## src/rtl/dma_host_sequencer.sv

```systemverilog
// dma_host_sequencer
// Host-side bus sequencer that replays a loadable script of register writes,
// read-back checks and bus-grant phases against an 8237A-style DMA block.
//
// Ports:
//   clk, rst_n        system clock (rising edge), async active-low reset
//   start             begin script at entry 0 (only in IDLE or DONE)
//   load_we/ptr/op/addr/data  script RAM write port (ignored while busy)
//   data_in, hrq      read data and hold request from the DMA
//   address_bus, data_out, data_oe, iow_n, ior_n   CPU-side bus drive
//   hlda              hold acknowledge
//   busy, done, mismatch, pc   sequencer status
module dma_host_sequencer #(
  parameter int DATA_W        = 8,
  parameter int ADDR_W        = 4,
  parameter int DEPTH         = 16,
  parameter int STROBE_CYCLES = 1,
  parameter int HLDA_DELAY    = 2,
  localparam int PTR_W        = $clog2(DEPTH)
) (
  input  logic              clk,
  input  logic              rst_n,
  input  logic              start,
  input  logic              load_we,
  input  logic [PTR_W-1:0]  load_ptr,
  input  logic [1:0]        load_op,
  input  logic [ADDR_W-1:0] load_addr,
  input  logic [DATA_W-1:0] load_data,
  input  logic [DATA_W-1:0] data_in,
  input  logic              hrq,
  output logic [ADDR_W-1:0] address_bus,
  output logic [DATA_W-1:0] data_out,
  output logic              data_oe,
  output logic              iow_n,
  output logic              ior_n,
  output logic              hlda,
  output logic              busy,
  output logic              done,
  output logic              mismatch,
  output logic [PTR_W-1:0]  pc
);

  localparam int ENT_W   = 2 + ADDR_W + DATA_W;
  localparam int CNT_MAX = (STROBE_CYCLES > HLDA_DELAY) ? STROBE_CYCLES : HLDA_DELAY;
  localparam int CNT_W   = (CNT_MAX < 2) ? 1 : $clog2(CNT_MAX);

  localparam logic [CNT_W-1:0] STROBE_LAST = CNT_W'(STROBE_CYCLES - 1);
  localparam logic [CNT_W-1:0] GRANT_LAST  = CNT_W'((HLDA_DELAY > 0) ? (HLDA_DELAY - 1) : 0);
  localparam logic [CNT_W-1:0] CNT_ONE     = CNT_W'(1);
  localparam logic [PTR_W-1:0] PC_LAST     = PTR_W'(DEPTH - 1);
  localparam logic [PTR_W-1:0] PC_ONE      = PTR_W'(1);

  localparam logic [1:0] OP_WRITE = 2'b00;
  localparam logic [1:0] OP_READ  = 2'b01;
  localparam logic [1:0] OP_GRANT = 2'b10;
  localparam logic [1:0] OP_END   = 2'b11;

  typedef enum logic [3:0] {
    S_IDLE, S_FETCH, S_SETUP, S_STROBE, S_RECOVER,
    S_WAIT_HRQ, S_GRANT_DLY, S_GRANTED, S_DONE
  } state_t;

  // Script storage is deliberately not reset so a script survives rst_n.
  logic [ENT_W-1:0] ram_r [DEPTH];

  state_t            state_r, state_s;
  logic [PTR_W-1:0]  pc_r, pc_s;
  logic [1:0]        cmd_op_r, cmd_op_s;
  logic [DATA_W-1:0] cmd_data_r, cmd_data_s;
  logic [CNT_W-1:0]  cnt_r, cnt_s;
  logic [ADDR_W-1:0] addr_r, addr_s;
  logic [DATA_W-1:0] dout_r, dout_s;
  logic              oe_r, oe_s;
  logic              iow_n_r, iow_n_s;
  logic              ior_n_r, ior_n_s;
  logic              hlda_r, hlda_s;
  logic              busy_r, busy_s;
  logic              done_r, done_s;
  logic              mism_r, mism_s;

  logic [ENT_W-1:0]  fetch_ent_s;
  logic [1:0]        fetch_op_s;
  logic [ADDR_W-1:0] fetch_addr_s;
  logic [DATA_W-1:0] fetch_data_s;

  assign fetch_ent_s  = ram_r[pc_r];
  assign fetch_op_s   = fetch_ent_s[ENT_W-1 -: 2];
  assign fetch_addr_s = fetch_ent_s[DATA_W +: ADDR_W];
  assign fetch_data_s = fetch_ent_s[DATA_W-1:0];

  // Script RAM write port, locked out while a script is running.
  always_ff @(posedge clk) begin
    if (load_we && !busy_r) begin
      ram_r[load_ptr] <= {load_op, load_addr, load_data};
    end
  end

  // Next-state and next-output logic; every output is registered from here.
  always_comb begin
    state_s    = state_r;
    pc_s       = pc_r;
    cmd_op_s   = cmd_op_r;
    cmd_data_s = cmd_data_r;
    cnt_s      = cnt_r;
    addr_s     = addr_r;
    dout_s     = dout_r;
    oe_s       = oe_r;
    iow_n_s    = 1'b1;
    ior_n_s    = 1'b1;
    hlda_s     = 1'b0;
    mism_s     = mism_r;

    case (state_r)
      S_IDLE, S_DONE: begin
        if (start) begin
          state_s = S_FETCH;
          pc_s    = {PTR_W{1'b0}};
          mism_s  = 1'b0;
        end else begin
          state_s = state_r;
        end
      end
      S_FETCH: begin
        cmd_op_s   = fetch_op_s;
        cmd_data_s = fetch_data_s;
        case (fetch_op_s)
          OP_WRITE: begin
            state_s = S_SETUP;
            addr_s  = fetch_addr_s;
            dout_s  = fetch_data_s;
            oe_s    = 1'b1;
          end
          OP_READ: begin
            state_s = S_SETUP;
            addr_s  = fetch_addr_s;
            oe_s    = 1'b0;
          end
          OP_GRANT: begin
            state_s = S_WAIT_HRQ;
            oe_s    = 1'b0;
          end
          OP_END: begin
            state_s = S_DONE;
          end
          default: begin
            state_s = S_DONE;
          end
        endcase
      end
      S_SETUP: begin
        // Address/data were launched a cycle earlier, so the strobe can fall now.
        state_s = S_STROBE;
        cnt_s   = {CNT_W{1'b0}};
        iow_n_s = (cmd_op_r != OP_WRITE);
        ior_n_s = (cmd_op_r != OP_READ);
      end
      S_STROBE: begin
        if (cnt_r == STROBE_LAST) begin
          state_s = S_RECOVER;
          if ((cmd_op_r == OP_READ) && (data_in != cmd_data_r)) begin
            mism_s = 1'b1;
          end else begin
            mism_s = mism_r;
          end
        end else begin
          cnt_s   = cnt_r + CNT_ONE;
          iow_n_s = (cmd_op_r != OP_WRITE);
          ior_n_s = (cmd_op_r != OP_READ);
        end
      end
      S_RECOVER: begin
        if (pc_r == PC_LAST) begin
          state_s = S_DONE;
        end else begin
          state_s = S_FETCH;
          pc_s    = pc_r + PC_ONE;
        end
      end
      S_WAIT_HRQ: begin
        oe_s = 1'b0;
        if (hrq) begin
          if (HLDA_DELAY == 0) begin
            state_s = S_GRANTED;
            hlda_s  = 1'b1;
          end else begin
            state_s = S_GRANT_DLY;
            cnt_s   = {CNT_W{1'b0}};
          end
        end else begin
          state_s = S_WAIT_HRQ;
        end
      end
      S_GRANT_DLY: begin
        // A request withdrawn during the delay is dropped without an hlda pulse.
        if (!hrq) begin
          state_s = S_WAIT_HRQ;
        end else if (cnt_r == GRANT_LAST) begin
          state_s = S_GRANTED;
          hlda_s  = 1'b1;
        end else begin
          cnt_s = cnt_r + CNT_ONE;
        end
      end
      S_GRANTED: begin
        if (hrq) begin
          hlda_s = 1'b1;
        end else if (pc_r == PC_LAST) begin
          state_s = S_DONE;
        end else begin
          state_s = S_FETCH;
          pc_s    = pc_r + PC_ONE;
        end
      end
      default: begin
        state_s = S_IDLE;
      end
    endcase

    busy_s = (state_s != S_IDLE) && (state_s != S_DONE);
    done_s = (state_s == S_DONE);
  end

  // State, command and output registers with asynchronous reset to idle values.
  always_ff @(posedge clk or negedge rst_n) begin
    if (!rst_n) begin
      state_r    <= S_IDLE;
      pc_r       <= {PTR_W{1'b0}};
      cmd_op_r   <= 2'b00;
      cmd_data_r <= {DATA_W{1'b0}};
      cnt_r      <= {CNT_W{1'b0}};
      addr_r     <= {ADDR_W{1'b0}};
      dout_r     <= {DATA_W{1'b0}};
      oe_r       <= 1'b0;
      iow_n_r    <= 1'b1;
      ior_n_r    <= 1'b1;
      hlda_r     <= 1'b0;
      busy_r     <= 1'b0;
      done_r     <= 1'b0;
      mism_r     <= 1'b0;
    end else begin
      state_r    <= state_s;
      pc_r       <= pc_s;
      cmd_op_r   <= cmd_op_s;
      cmd_data_r <= cmd_data_s;
      cnt_r      <= cnt_s;
      addr_r     <= addr_s;
      dout_r     <= dout_s;
      oe_r       <= oe_s;
      iow_n_r    <= iow_n_s;
      ior_n_r    <= ior_n_s;
      hlda_r     <= hlda_s;
      busy_r     <= busy_s;
      done_r     <= done_s;
      mism_r     <= mism_s;
    end
  end

  assign address_bus = addr_r;
  assign data_out    = dout_r;
  assign data_oe     = oe_r;
  assign iow_n       = iow_n_r;
  assign ior_n       = ior_n_r;
  assign hlda        = hlda_r;
  assign busy        = busy_r;
  assign done        = done_r;
  assign mismatch    = mism_r;
  assign pc          = pc_r;

endmodule

```

## config.mk

```make
export PLATFORM = sky130hd
export DESIGN_NAME = dma_host_sequencer
export DESIGN_NICKNAME = d
export VERILOG_FILES = /design/src/rtl/dma_host_sequencer.sv
export SDC_FILE = /design/constraint.sdc
export NUM_CORES = 1
export LEC_CHECK = 0
export ABC_CLOCK_PERIOD_IN_PS = 3500
export CAP_MARGIN = 20
export CELL_PAD_IN_SITES_DETAIL_PLACEMENT = 1
export CELL_PAD_IN_SITES_GLOBAL_PLACEMENT = 1
export CORE_UTILIZATION = 52
export DETAILED_ROUTE_END_ITERATION = 16
export PLACE_DENSITY = 0.8
export SLEW_MARGIN = 20
export SYNTH_ARGS = -nofsm -noshare
export SYNTH_HDL_FRONTEND = slang
export SYNTH_SLANG_ARGS = --single-unit
```

## constraint.sdc

```tcl
create_clock -name clk -period 3.5 [get_ports clk]
set_input_delay 0.875 -clock clk [delete_from_list [all_inputs] [get_ports clk]]
set_output_delay 0.875 -clock clk [all_outputs]
set_load 0.1 [all_outputs]
```

**Word-level counts from Yosys, hierarchy flattened**

Memory sizes are Yosys's and may differ from the RTL's.
Cells that the tools add are included.

- Register bits after elaboration: 38
- RAM bits: 224
- Input bits: 31
- Output and inout bits: 23
- Word-level logic and storage cells: 96
- Memories: 1

- Add/sub/neg operators: 2
- Equality and inequality tests: 24
- Mux-type cells: 34
- Reduce and logical (&&, ||, !) cells: 21

Memories:

| memory | words | width | read ports | clocked after Yosys merged registers in | wr ports | line | text |
|---|---|---|---|---|---|---|---|
| ram_r | 16 | 14 | 1 | 0 | 1 | 64 | `logic [ENT_W-1:0] ram_r [DEPTH];` |

Operator list:

| operator | number |
|---|---|
| $mux W4 | 9 |
| $pmux W4 S8 | 1 |
| $pmux W4 S3 | 2 |
| $eq A4 B3 Y1 const B | 4 |
| $mux W1 | 14 |
| $eq A4 B4 Y1 const B | 3 |
| $ne A2 B2 Y1 const B | 6 |
| $pmux W1 S2 | 6 |
| $eq A4 B2 Y1 const B | 2 |
| $ne A8 B8 Y1 | 1 |
| $reduce_bool A4 Y1 | 2 |
| $reduce_and A2 Y1 | 3 |
| $reduce_and A3 Y1 | 2 |
| $reduce_bool A2 Y1 | 3 |
| $reduce_or A2 Y1 | 3 |
| $add A4 B1 Y4 const B | 1 |
| $eq A2 B1 Y1 const B | 2 |
| $eq A2 B2 Y1 const B | 2 |
| $eq A4 B1 Y1 const B | 1 |
| $logic_not A4 Y1 | 1 |
| $ne A4 B4 Y1 const B | 1 |
| $pmux W1 S4 | 1 |
| $reduce_and A4 Y1 | 1 |
| $logic_and A1 B1 Y1 | 3 |
| other kinds (7) | 7 |

**Depth between registers and ports, before layout**

Gate-level depths: netlist (run 1).
An unclocked memory read counts as a cell.

- Depth after elaboration: 7
- Depth in mapped cells: 11
- Mapped depth without buffers: 9

**Worst setup path before layout (run 1)**

OpenSTA, ideal clock, no wires.

- Path kind: reg-to-reg
- From: reg pc_r[0] (netlist: pc[0])
- To: reg busy_r (netlist: busy)
- Setup time: 131 ps
- Arrival time: 3,240 ps
- Data required time: 3,369 ps
- Setup slack: 129 ps
- Stages on the path, launching flop included: 12
- Path buffers: 2
- Period minus slack after synthesis: 3,371 ps
- Cell sequence: dfrtp_1 buf_6 buf_8 mux4_2 mux2i_1 mux2_2 inv_1 ha_1 or3b_2 a21oi_1 or2_2 or3_1

- Longest elaborated chain between the ends: 7
- Elaborated cells between the ends (all ways): 14
- Classes of those cells: eq/ne (5); mux (4); reduce/logical (4); memory (1)

RTL lines:

| item | line | text |
|---|---|---|
| from (decl) | 67 | `logic [PTR_W-1:0] pc_r, pc_s;` |
| from (signal assigned) | 227 | `pc_r <= {PTR_W{1'b0}};` |
| from (signal assigned) | 242 | `pc_r <= pc_s;` |
| $mem_v2 Z16 W14 * | n/a |  |
| net fetch_ent_s[13] | 81 | `logic [ENT_W-1:0] fetch_ent_s;` |
| $eq A2 B1 Y1 / $logic_not A2 Y1 (equally long branches) | 126 | `case (fetch_op_s)` |
| $reduce_or A2 Y1 (no source line) | n/a |  |
| $pmux W4 S3 * | 126 |  |
| $pmux W4 S8 * | 113 | `case (state_r)` |
| net state_s[2] | 66 | `state_t state_r, state_s;` |
| $ne A4 B4 Y1 / $reduce_bool A4 Y1 (equally long branches) | 219 | `busy_s = (state_s != S_IDLE) && (state_s != S_DONE);` |
| $logic_and A1 B1 Y1 * | 219 |  |
| net busy_s | 77 | `logic busy_r, busy_s;` |
| to (signal assigned) | 252 | `busy_r <= busy_s;` |
| to (decl) | 77 |  |

Mark *: on every way through the listed nets, which the timed path passes. The rest lies on a longest branch.
A chain may end at the register's enable or synchronous reset.

**Worst setup path after layout (run 1)**

- From: reg pc_r[2] (netlist: pc[2])
- To: out pc[2]

RTL lines:

| item | line | text |
|---|---|---|
| to (decl) | 40 | `output logic [PTR_W-1:0] pc` |

No word-level cell between the ends.

==> results of run 1 <==
[layout make-up]
type	instances	share of cell area, %
clock buffer	34	5.685
tap	270	2.698
clock inverter	16	1.968
inverter	7	0.2098
multi-input combinational	284	22.54
timing repair buffer	83	5.536
sequential	262	61.36
[flip-flops by register name (all words and copies together), names as in the netlist]
| signal | count |
|---|---|
| address_bus | 4 |
| busy | 1 |
| cmd_data_r | 8 |
| cmd_op_r | 2 |
| cnt_r | 1 |
| data_oe | 1 |
| data_out | 8 |
| done | 1 |
| hlda | 1 |
| ior_n | 1 |
| iow_n | 1 |
| mismatch | 1 |
| pc | 4 |
| ram_r | 224 |
| state_r | 4 |
[where the power goes]
group | internal (mW) | switching [mW] | total [mW]
Clock | 1.89 | 1.18 | 3.07
Sequential | 3.61 | 0.285 | 3.90
Combinational | 1.12 | 1.98 | 3.10
Total | 6.62 | 3.45 | 10.1
[cells in the final DEF, fill, tap and decap left out, types with 11 or more instances in the layout]
| cell | netlist | layout |
|---|---|---|
| clkbuf_16 | 0 | 27 |
| o21ai_1 | 18 | 18 |
| nor2_1 | 29 | 29 |
| mux2_2 | 11 | 11 |
| mux4_1 | 15 | 15 |
| buf_4 | 5 | 53 |
| nand2_1 | 28 | 28 |
| mux2i_1 | 34 | 34 |
| clkdlybuf4s50_1 | 0 | 29 |
| mux4_2 | 36 | 36 |
| edfxtp_1 | 224 | 224 |
| dfrtp_1 | 36 | 33 |
[worst max-delay path, cell delays in order, from the launching register on]
cell and delay (ns):
dfrtp_2 0.66, buf_4 0.51, buf_4 0.39
[worst max-delay path by stage]
stage	start	endpoint
CTS	pc[2]$_DFFE_PN0P_	pc[2]
global route	pc[2]$_DFFE_PN0P_	pc[2]
finish	pc[2]$_DFFE_PN0P_	pc[2]
detailed placement	pc[2]$_DFFE_PN0P_	busy$_DFF_PN0_
global placement	pc[0]$_DFFE_PN0P_	done$_DFF_PN0_
floorplan	pc[0]$_DFFE_PN0P_	busy$_DFF_PN0_
[layer usage]
metal | routed length, um | track usage [%] | vias up
met2 | 12940 | 41.99 | 196
met5 | 0 | 0 | -
met3 | 1205 | 3.636 | 47
li1 | - | - | 2501
met1 | 10660 | 32.26 | 2985
met4 | 747 | 8.421 | 0
[logic make-up after synthesis]
| group | count (synthesis) | share of synthesized area, % |
|---|---|---|
| AND/OR/NAND/NOR | 111 | 5.365 |
| adder cells (fa/ha/maj) | 7 | 0.8128 |
| buffers and inverters | 40 | 2.717 |
| XOR/XNOR | 9 | 0.7316 |
| multiplexers | 96 | 15.49 |
| AO/OA/AOI/OAI | 61 | 3.611 |
| flip-flops | 262 | 71.27 |
[per-stage QoR]
stage               setup WS, ns  instances  utilization, %  hold WS (ns)
global route              0.4193        956           61.69        0.4656
CTS                       0.4779        956           61.69        0.4563
floorplan                 0.1291        586               -        0.3988
finish                    0.4967        956           61.69        0.4603
detailed placement        0.6076        906           56.96        0.4522
global placement          0.7140        906           56.96        0.4355
==> flow_summary_export.csv, run 1 <==
group,metric,value,unit
outcome,status,"completed",
logic_synthesis,synth_cell_types,56,
worst_setup_path,r2r_cells,9,
sta,fmax,0.3330,GHz
global_route,grt_pass1_wl,38210,um
finish,area_delta_synth_final,16.21,%
placed_design,place.gp.congestion,0.8076,
sta,rsz0062_at_grt,"false",
drt,vias,5729,
drt,routedWlPerCell,26.72,um
global_route,grt_max_degree,40,
drt,antenna_left,0,
logic_synthesis,synth_seq_cells,262,
logic_synthesis,synth_ff_type,"edfxtp_1",
sta,fin_setup_tns,0,ns
clocking,max-clock-path-buffers,3,
clocking,cts_resized,0,
finish,fillers,1784,
global_route,track_usage,24.52,%
min_path,hold_depth,1,
die,die_h,146.0,um
logic_synthesis,syn_avg_cell_area,18.39,um^2
power_and_ir_drop,power,10.07,mW
worst_setup_path,reg2reg_from,"pc[0]$_DFFE_PN0P_",
worst_setup_path,end_kind,"output port",
worst_setup_path,cp_data_arrival_time,2.13,ns
clocking,root_buffer,"clkbuf_16",
logic_synthesis,synth_area_leader_cell,"edfxtp_1",
clocking,h-tree-depth,1,
logic_synthesis,async_flop_share,14.50,%
sta,hold_viol,0,
min_path,hold_class,"reg2reg",
global_route,grt_pass1_vias,6255,
power_and_ir_drop,p_per_area,804.4,mW/mm^2
clocking,clk_latency,0.54,ns
sta,slew_headroom,36.15,%
logic_synthesis,synth_most_common_cell,"edfxtp_1",
sta,slew_violations,0,
power_and_ir_drop,p_leak,4.205,nW
worst_setup_path,cp-start-kind,"register",
finish,fin_nets,703,
logic_synthesis,yosysTopAreaCellShare,62.42,%
clocking,clock-sinks,262,
die,dieArea,0.02130,mm^2
worst_setup_path,r2r-end,"busy$_DFF_PN0_",
clocking,cts_setup_buffers,0,
logic_synthesis,ys_seq_area_share,71.27,%
min_path,hold_path.startpoint,"cmd_op_r[0]$_DFFE_PN0P_",
drt,initialDrtViolationCount,441,
worst_setup_path,critical_path_class,"reg2out",
placed_design,hpwl,16040,um
die,coreArea,0.02030,mm^2
die,top_level_ports,54,
worst_setup_path,cp_max_fo,35,
finish,multi_input_area,0.002823,mm^2
die,start_util,53.08,%
drt,vias_per_cell,5.993,
global_route,antenna_found_initial,0,
worst_setup_path,ff2ff_setup_slack,0.55,ns
clocking,cts-buffers-inserted,27,
placed_design,place_area,0.01156,mm^2
logic_synthesis,synth_commonest_cells,"edfxtp_1 (224), dfrtp_1 (36), mux4_2 (36)",
min_path,hold_end,"ior_n$_DFF_PN1_",
drt,finalWirelength,25550,um
finish,drive_above_1_share,23.76,%
logic_synthesis,synth_cells,586,
placed_design,port_buffers,53,
clocking,cts_tree,"built",
logic_synthesis,ys_top_cells_by_area,"edfxtp_1 (62%), dfrtp_1 (8.4%), mux4_2 (7.5%), mux4_1 (3.7%), mux2i_1 (3.2%)",
sta,tightest_slew,0.9577,ns
finish,seq_area,0.007684,mm^2
global_route,grt-ovfl-total,0,
clocking,clk_pin_slew,0.06,ns
logic_synthesis,syn_nets,624,
clocking,cts_hold_buf,0,
power_and_ir_drop,vdd_drop_max,428.2,uV
job,cap_violations,0,
logic_synthesis,synth_warnings,0,
die,row_count,52,
drt,firstDrtPassIters,5,
sta,fin_skew,0.01981,ns
drt,drc,0,
finish,final_area,0.01252,mm^2
logic_synthesis,syn_area,0.01078,mm^2
worst_setup_path,critPathRequiredTime,2.62,ns
logic_synthesis,synth_edf_count,224,
sta,setup_viol,0,
sta,period_minus_slack,3.003,ns
finish,antennaDiodeCount,0,
die,die_x,146.0,um
sta,period_share,85.81,%
(Power assumes the default switching activity.)
==> run 2: changes to the inputs <==
--- a/config.mk
+++ b/config.mk
@@ -9,7 +9,9 @@
 export CAP_MARGIN = 20
 export CELL_PAD_IN_SITES_DETAIL_PLACEMENT = 1
 export CELL_PAD_IN_SITES_GLOBAL_PLACEMENT = 1
+export CORE_MARGIN = 4
 export CORE_UTILIZATION = 52
+export CTS_BUF_LIST = sky130_fd_sc_hd__clkbuf_8
 export DETAILED_ROUTE_END_ITERATION = 16
 export PLACE_DENSITY = 0.8
 export SLEW_MARGIN = 20
==> run 2 against run 1 <==
Against the previous run:
- register-to-register slack improved by 0.08 ns
- critical path type unchanged
- clock skew rose by 0.0029 ns
- critical path depth is the same
- largest cell class unchanged
- maximum frequency grew 4.2%
- clock power shrank 24%
==> flow_summary_export.csv, run 2 (synthesis gave the netlist of run 1 again) <==
group,metric,value,unit
die,top_level_ports,54,
placed_design,dp_slack,0.6253,ns
drt,vias_per_cell,6.007,
drt,firstDrtPassIters,5,
clocking,h-tree-depth,2,
sta,slew_headroom,38.28,%
finish,final_cells,985,
outcome,status,"completed",
sta,slew_violations,0,
clocking,cts_setup_buffers,0,
global_route,grt_pass1_vias,6526,
clocking,cts_resized,0,
global_route,grt_max_degree,39,
die,die_x,152.0,um
die,coreArea,0.02030,mm^2
sta,tightest_slew,0.9258,ns
job,cap_violations,0,
placed_design,place.gp.congestion,0.8563,
finish,final_cell_mix,"edfxtp_1 (224), buf_4 (55), clkbuf_8 (44)",
drt,antenna_left,0,
finish,largest-register,"ram_r",
clocking,max-clock-path-buffers,3,
die,dieArea,0.02309,mm^2
drt,finalWirelength,25760,um
worst_setup_path,critPathRequiredTime,2.62,ns
finish,area_delta_synth_final,14.32,%
worst_setup_path,r2r_cells,9,
clocking,cts_tree,"built",
finish,fin_nets,721,
worst_setup_path,end_kind,"output port",
drt,drc,0,
drt,initialDrtViolationCount,492,
die,die_h,152.0,um
finish,final_common_cell,"edfxtp_1",
clocking,root_buffer,"clkbuf_8",
clocking,clk_latency,0.55,ns
sta,fin_ws,0.6177,ns
placed_design,hpwl,15890,um
die,start_util,53.08,%
sta,hold_viol,0,
drt,routedWlPerCell,26.15,um
worst_setup_path,cp_max_fo,17,
power_and_ir_drop,p_leak,4.192,nW
drt,vias,5917,
global_route,grt-ovfl-total,0,
finish,drive_above_1_share,24.23,%
worst_setup_path,ff2ff_setup_slack,0.63,ns
sta,period_minus_slack,2.882,ns
global_route,track_usage,22.92,%
placed_design,dp.cells,908,
power_and_ir_drop,p_per_area,758.5,mW/mm^2
finish,largest_register_ffs,224,
clocking,cts_hold_buf,0,
sta,fin_setup_tns,0,ns
sta,rsz0062_at_grt,"false",
worst_setup_path,cp-start-kind,"register",
clocking,cts-buffers-inserted,43,
sta,fmax,0.3469,GHz
clocking,clk_pin_slew,0.06,ns
sta,period_share,82.35,%
clocking,clock-sinks,262,
global_route,antenna_found_initial,0,
power_and_ir_drop,power,9.343,mW
sta,fin_skew,0.02268,ns
worst_setup_path,critical_path_class,"reg2out",
die,row_count,52,
power_and_ir_drop,vdd_drop_max,298.5,uV
min_path,hold_class,"in2async",
sta,setup_viol,0,
finish,fillers,1840,
worst_setup_path,reg2reg_from,"pc[2]$_DFFE_PN0P_",
worst_setup_path,cp_data_arrival_time,2.01,ns
worst_setup_path,r2r-end,"busy$_DFF_PN0_",
placed_design,port_buffers,53,
global_route,grt_pass1_wl,40350,um
==> run 2: cell types whose count changed in the layout (fill, tap and decap cells not counted), moves of 2 or more <==
cell	previous run	this run
inv_1	7	25
clkbuf_16	27	0
clkbuf_1	6	0
clkbuf_8	1	44
bufinv_16	6	0
buf_4	53	55
clkinv_1	4	10
==> run 2: layout make-up <==
type	instances	area [um^2]	area share [%]
sequential	262	7684	62.38
inverter	7	26.28	0.2133
multi-input combinational	284	2823	22.92
timing repair buffer	85	708.2	5.749
antenna	1	2.502	0.02031
clock inverter	32	131.4	1.067
clock buffer	44	605.6	4.916
tap	270	337.8	2.743
==> run 2: metrics by stage <==
| stage | hold WS, ns | area [um^2] | util (%) |
|---|---|---|---|
| floorplan | 0.3988 | 10780 | - |
| global placement | 0.4664 | 11580 | 57.04 |
| detailed placement | 0.4722 | 11580 | 57.04 |
| CTS | 0.4723 | 12320 | 60.67 |
| global route | 0.4951 | 12320 | 60.67 |
| finish | 0.4597 | 12320 | 60.68 |
==> run 2: critical path: stages (launching register included) <==
cell,delay (ns)
dfrtp_1,0.77
buf_4,0.35
buf_4,0.33
==> run 2: how the worst max path moves through the flow <==
stage                      startpoint                          to  slack, ns
floorplan           pc[0]$_DFFE_PN0P_              busy$_DFF_PN0_       0.13
global placement    pc[2]$_DFFE_PN0P_              busy$_DFF_PN0_       0.72
detailed placement  pc[0]$_DFFE_PN0P_  address_bus[0]$_DFFE_PN0P_       0.63
CTS                 pc[3]$_DFFE_PN0P_                       pc[3]       0.57
global route        pc[0]$_DFFE_PN0P_              done$_DFF_PN0_       0.42
finish              pc[3]$_DFFE_PN0P_                       pc[3]       0.62
==> run 2: where the power goes <==
group          total (mW)  switching [mW]  internal [mW]
Combinational        3.10            1.96           1.13
Clock                2.34            1.18           1.16
Sequential           3.91           0.292           3.61
Total                9.34            3.43           5.91
==> run 2: per-layer routing <==
layer,part of all wire (%),vias to the layer above,GRT usage (%),routed length (um)
met4,1.9,0,5.479,485
li1,-,2541,-,-
met5,0,-,0,0
met1,41,3116,31.02,10620
met2,51,210,38.59,13190
met3,5.7,50,4.977,1468
==> run 3: changes to the inputs <==
--- a/config.mk
+++ b/config.mk
@@ -5,15 +5,15 @@
 export SDC_FILE = /design/constraint.sdc
 export NUM_CORES = 1
 export LEC_CHECK = 0
-export ABC_CLOCK_PERIOD_IN_PS = 3500
+export ABC_CLOCK_PERIOD_IN_PS = 2400
 export CAP_MARGIN = 20
 export CELL_PAD_IN_SITES_DETAIL_PLACEMENT = 1
 export CELL_PAD_IN_SITES_GLOBAL_PLACEMENT = 1
 export CORE_MARGIN = 4
-export CORE_UTILIZATION = 52
+export CORE_UTILIZATION = 49
 export CTS_BUF_LIST = sky130_fd_sc_hd__clkbuf_8
 export DETAILED_ROUTE_END_ITERATION = 16
-export PLACE_DENSITY = 0.8
+export PLACE_DENSITY = 0.79
 export SLEW_MARGIN = 20
 export SYNTH_ARGS = -nofsm -noshare
 export SYNTH_HDL_FRONTEND = slang
==> constraint.sdc (replaced) <==
create_clock -name clk -period 2.4 [get_ports clk]
set_input_delay 0.6 -clock clk [delete_from_list [all_inputs] [get_ports clk]]
set_output_delay 0.6 -clock clk [all_outputs]
set_load 0.1 [all_outputs]
==> run 3 against run 2 <==
Against the previous run:
- the run now ends with setup timing left
- total power is 54% higher
- die area is 5.8% higher
- wire length is 2.2% higher
- final area is 4.2% higher
- cell count is 1.2% higher
- global-route usage is 0.98 points lower
- critical path depth is 6 higher
- via count is 0.59% lower
- sequential share of layout area is 2.5 points lower
- non-clock buffer count is 7 higher
- largest cell class unchanged
- largest power group unchanged
- highest routed layer unchanged
==> flow_summary_export.csv, run 3 (synthesis gave the netlist of run 1 again) <==
group,metric,value,unit
die,die_h,156.3,um
drt,vias,5882,
drt,antenna_left,0,
clocking,cts_tree,"built",
die,dieArea,0.02443,mm^2
global_route,grt_max_degree,43,
finish,area_delta_synth_final,19.14,%
outcome,status,"finished, violations left",
finish,fillers,1882,
power_and_ir_drop,p_per_area,1122,mW/mm^2
worst_setup_path,cp_data_arrival_time,2.92,ns
sta,holdWs,0.4421,ns
sta,setup_viol,2,
sta,slew_headroom,51.57,%
die,die_x,156.3,um
clocking,cts-buffers-inserted,42,
min_path,hold_class,"reg2reg",
global_route,antenna_found_initial,1,
worst_setup_path,critical_path_class,"reg2reg",
placed_design,port_buffers,53,
clocking,h-tree-depth,2,
global_route,grt-ovfl-total,0,
die,start_util,50.46,%
worst_setup_path,critPathRequiredTime,2.80,ns
worst_setup_path,cp-start-kind,"register",
sta,rsz0062_at_grt,"true",
finish,drive_above_1_share,28.99,%
clocking,root_buffer,"clkbuf_8",
global_route,grt_pass1_wl,39650,um
die,row_count,53,
die,coreArea,0.02135,mm^2
worst_setup_path,cp_max_fo,6,
power_and_ir_drop,p_switching,5.184,mW
sta,period_share,105.1,%
drt,firstDrtPassIters,5,
power_and_ir_drop,comb_power_share,35.4,%
clocking,clk_pin_slew,0.06,ns
clocking,max-clock-path-buffers,3,
finish,final_area,0.01284,mm^2
global_route,grt_pass1_vias,6342,
clocking,clk_latency,0.55,ns
outcome,failed_checks,"setup timing",
finish,fin_nets,727,
drt,routedWlPerCell,26.40,um
placed_design,hpwl,16350,um
global_route,track_usage,21.94,%
die,top_level_ports,54,
finish,final_common_cell,"edfxtp_1",
drt,drc,0,
sta,slew_violations,0,
power_and_ir_drop,power_frac_seq,39.2,%
sta,tightest_slew,0.7163,ns
placed_design,place_area,0.01192,mm^2
sta,fin_ws,-0.1218,ns
drt,vias_per_cell,5.900,
drt,finalWirelength,26320,um
placed_design,place.gp.congestion,0.7880,
power_and_ir_drop,vdd_drop_max,582.7,uV
sta,fin_skew,0.01674,ns
job,cap_violations,0,
worst_setup_path,end_kind,"register",
drt,initialDrtViolationCount,466,
finish,final_cell_mix,"edfxtp_1 (224), clkbuf_8 (46), mux4_2 (38)",
finish,largest-register,"ram_r",
clocking,clock-sinks,262,
finish,largest_register_ffs,224,
sta,period_minus_slack,2.522,ns
sta,fmax,0.3965,GHz
power_and_ir_drop,power.share.clock,25.4,%
power_and_ir_drop,power.internal,9.213,mW
power_and_ir_drop,p_leak,4.316,nW
power_and_ir_drop,p_sw_share,36.01,%
sta,hold_viol,0,
-- run 3: cell types whose count changed in the layout (fill, tap and decap cells not counted), sizes merged --
cell,before,now
inv,26,18
buf,56,61
clkinv,12,16
bufinv,0,2
clkbuf,44,46
clkinvlp,1,2
dlygate4sd3,0,1
-- run 3: final cells by class --
class,count,area (um^2),share of cell area [%]
Timing Repair Buffer,92,1056,8.226
Inverter,7,28.78,0.2242
Sequential cell,262,7691,59.91
Clock buffer,45,619.3,4.825
Tap cell,275,344.1,2.680
Antenna cell,1,2.502,0.01949
Clock inverter,31,191.4,1.491
Multi-Input combinational cell,284,2904,22.62
-- run 3: stage by stage --
step | setup TNS, ns | setup WS (ns) | total power, mW | std cells | util [%]
after floorplan | -1.998 | -0.3835 | 9.375 | 586 | -
after global placement | -0.02915 | -0.02915 | 10.38 | 918 | 55.81
after detailed placement | -0.6241 | -0.1186 | 10.57 | 918 | 55.81
after CTS | -0.2510 | -0.1365 | 14.37 | 996 | 59.91
after global routing | -0.4470 | -0.1992 | 15.09 | 997 | 60.12
final | -0.2398 | -0.1218 | 14.40 | 997 | 60.12
-- run 3: power groups by stage --
stage                     Combinational, mW  Clock (mW)  Sequential (mW)
final                                  5.10        3.65             5.65
after global routing                   5.41        4.00             5.68
after CTS                              4.99        3.75             5.63
after detailed placement               4.85           0             5.72
after global placement                 4.69           0             5.69
after floorplan                        2.77           0             6.60
-- run 3: timing repair --
action,CTS,global route
pin swaps,3,3
gates resized for setup,11,15
hold buffers,1,0
setup buffers,1,1
endpoints found under the hold margin,12,0
setup endpoints to repair,9,19
-- run 3: path summary, 6_finish.rpt --
| check | endpoint | slack, ns | startpoint | cells after the start |
|---|---|---|---|---|
| min in group asynchronous | pc[1]$_DFFE_PN0P_ | 0.54 | rst_n | 2 |
| hold reg to reg | ior_n$_DFF_PN1_ | 0.44 | cmd_op_r[0]$_DFFE_PN0P_ | 1 |
| hold / removal | ior_n$_DFF_PN1_ | 0.44 | cmd_op_r[0]$_DFFE_PN0P_ | 1 |
| setup / recovery | done$_DFF_PN0_ | -0.12 | pc[0]$_DFFE_PN0P_ | 8 |
| max in group asynchronous | iow_n$_DFF_PN1_ | 1.25 | rst_n | 3 |
| setup reg to reg | done$_DFF_PN0_ | -0.12 | pc[0]$_DFFE_PN0P_ | 8 |
-- run 3: worst max-delay path, stage by stage, from the launching register on --
cell,delay [ns]
dfrtp_4,0.47
mux4_2,0.53
mux2i_2,0.21
mux2_4,0.22
ha_1,0.15
or3b_2,0.46
a21oi_2,0.16
or2_4,0.15
a2111oi_2,0.04
-- run 3: routing by layer --
metal	GRT usage (%)	part of all wire (%)	vias up
met1	29.39	41	3079
li1	-	-	2555
met4	7.149	2.3	0
met5	0	0	-
met2	36.84	51	207
met3	4.010	6.0	41
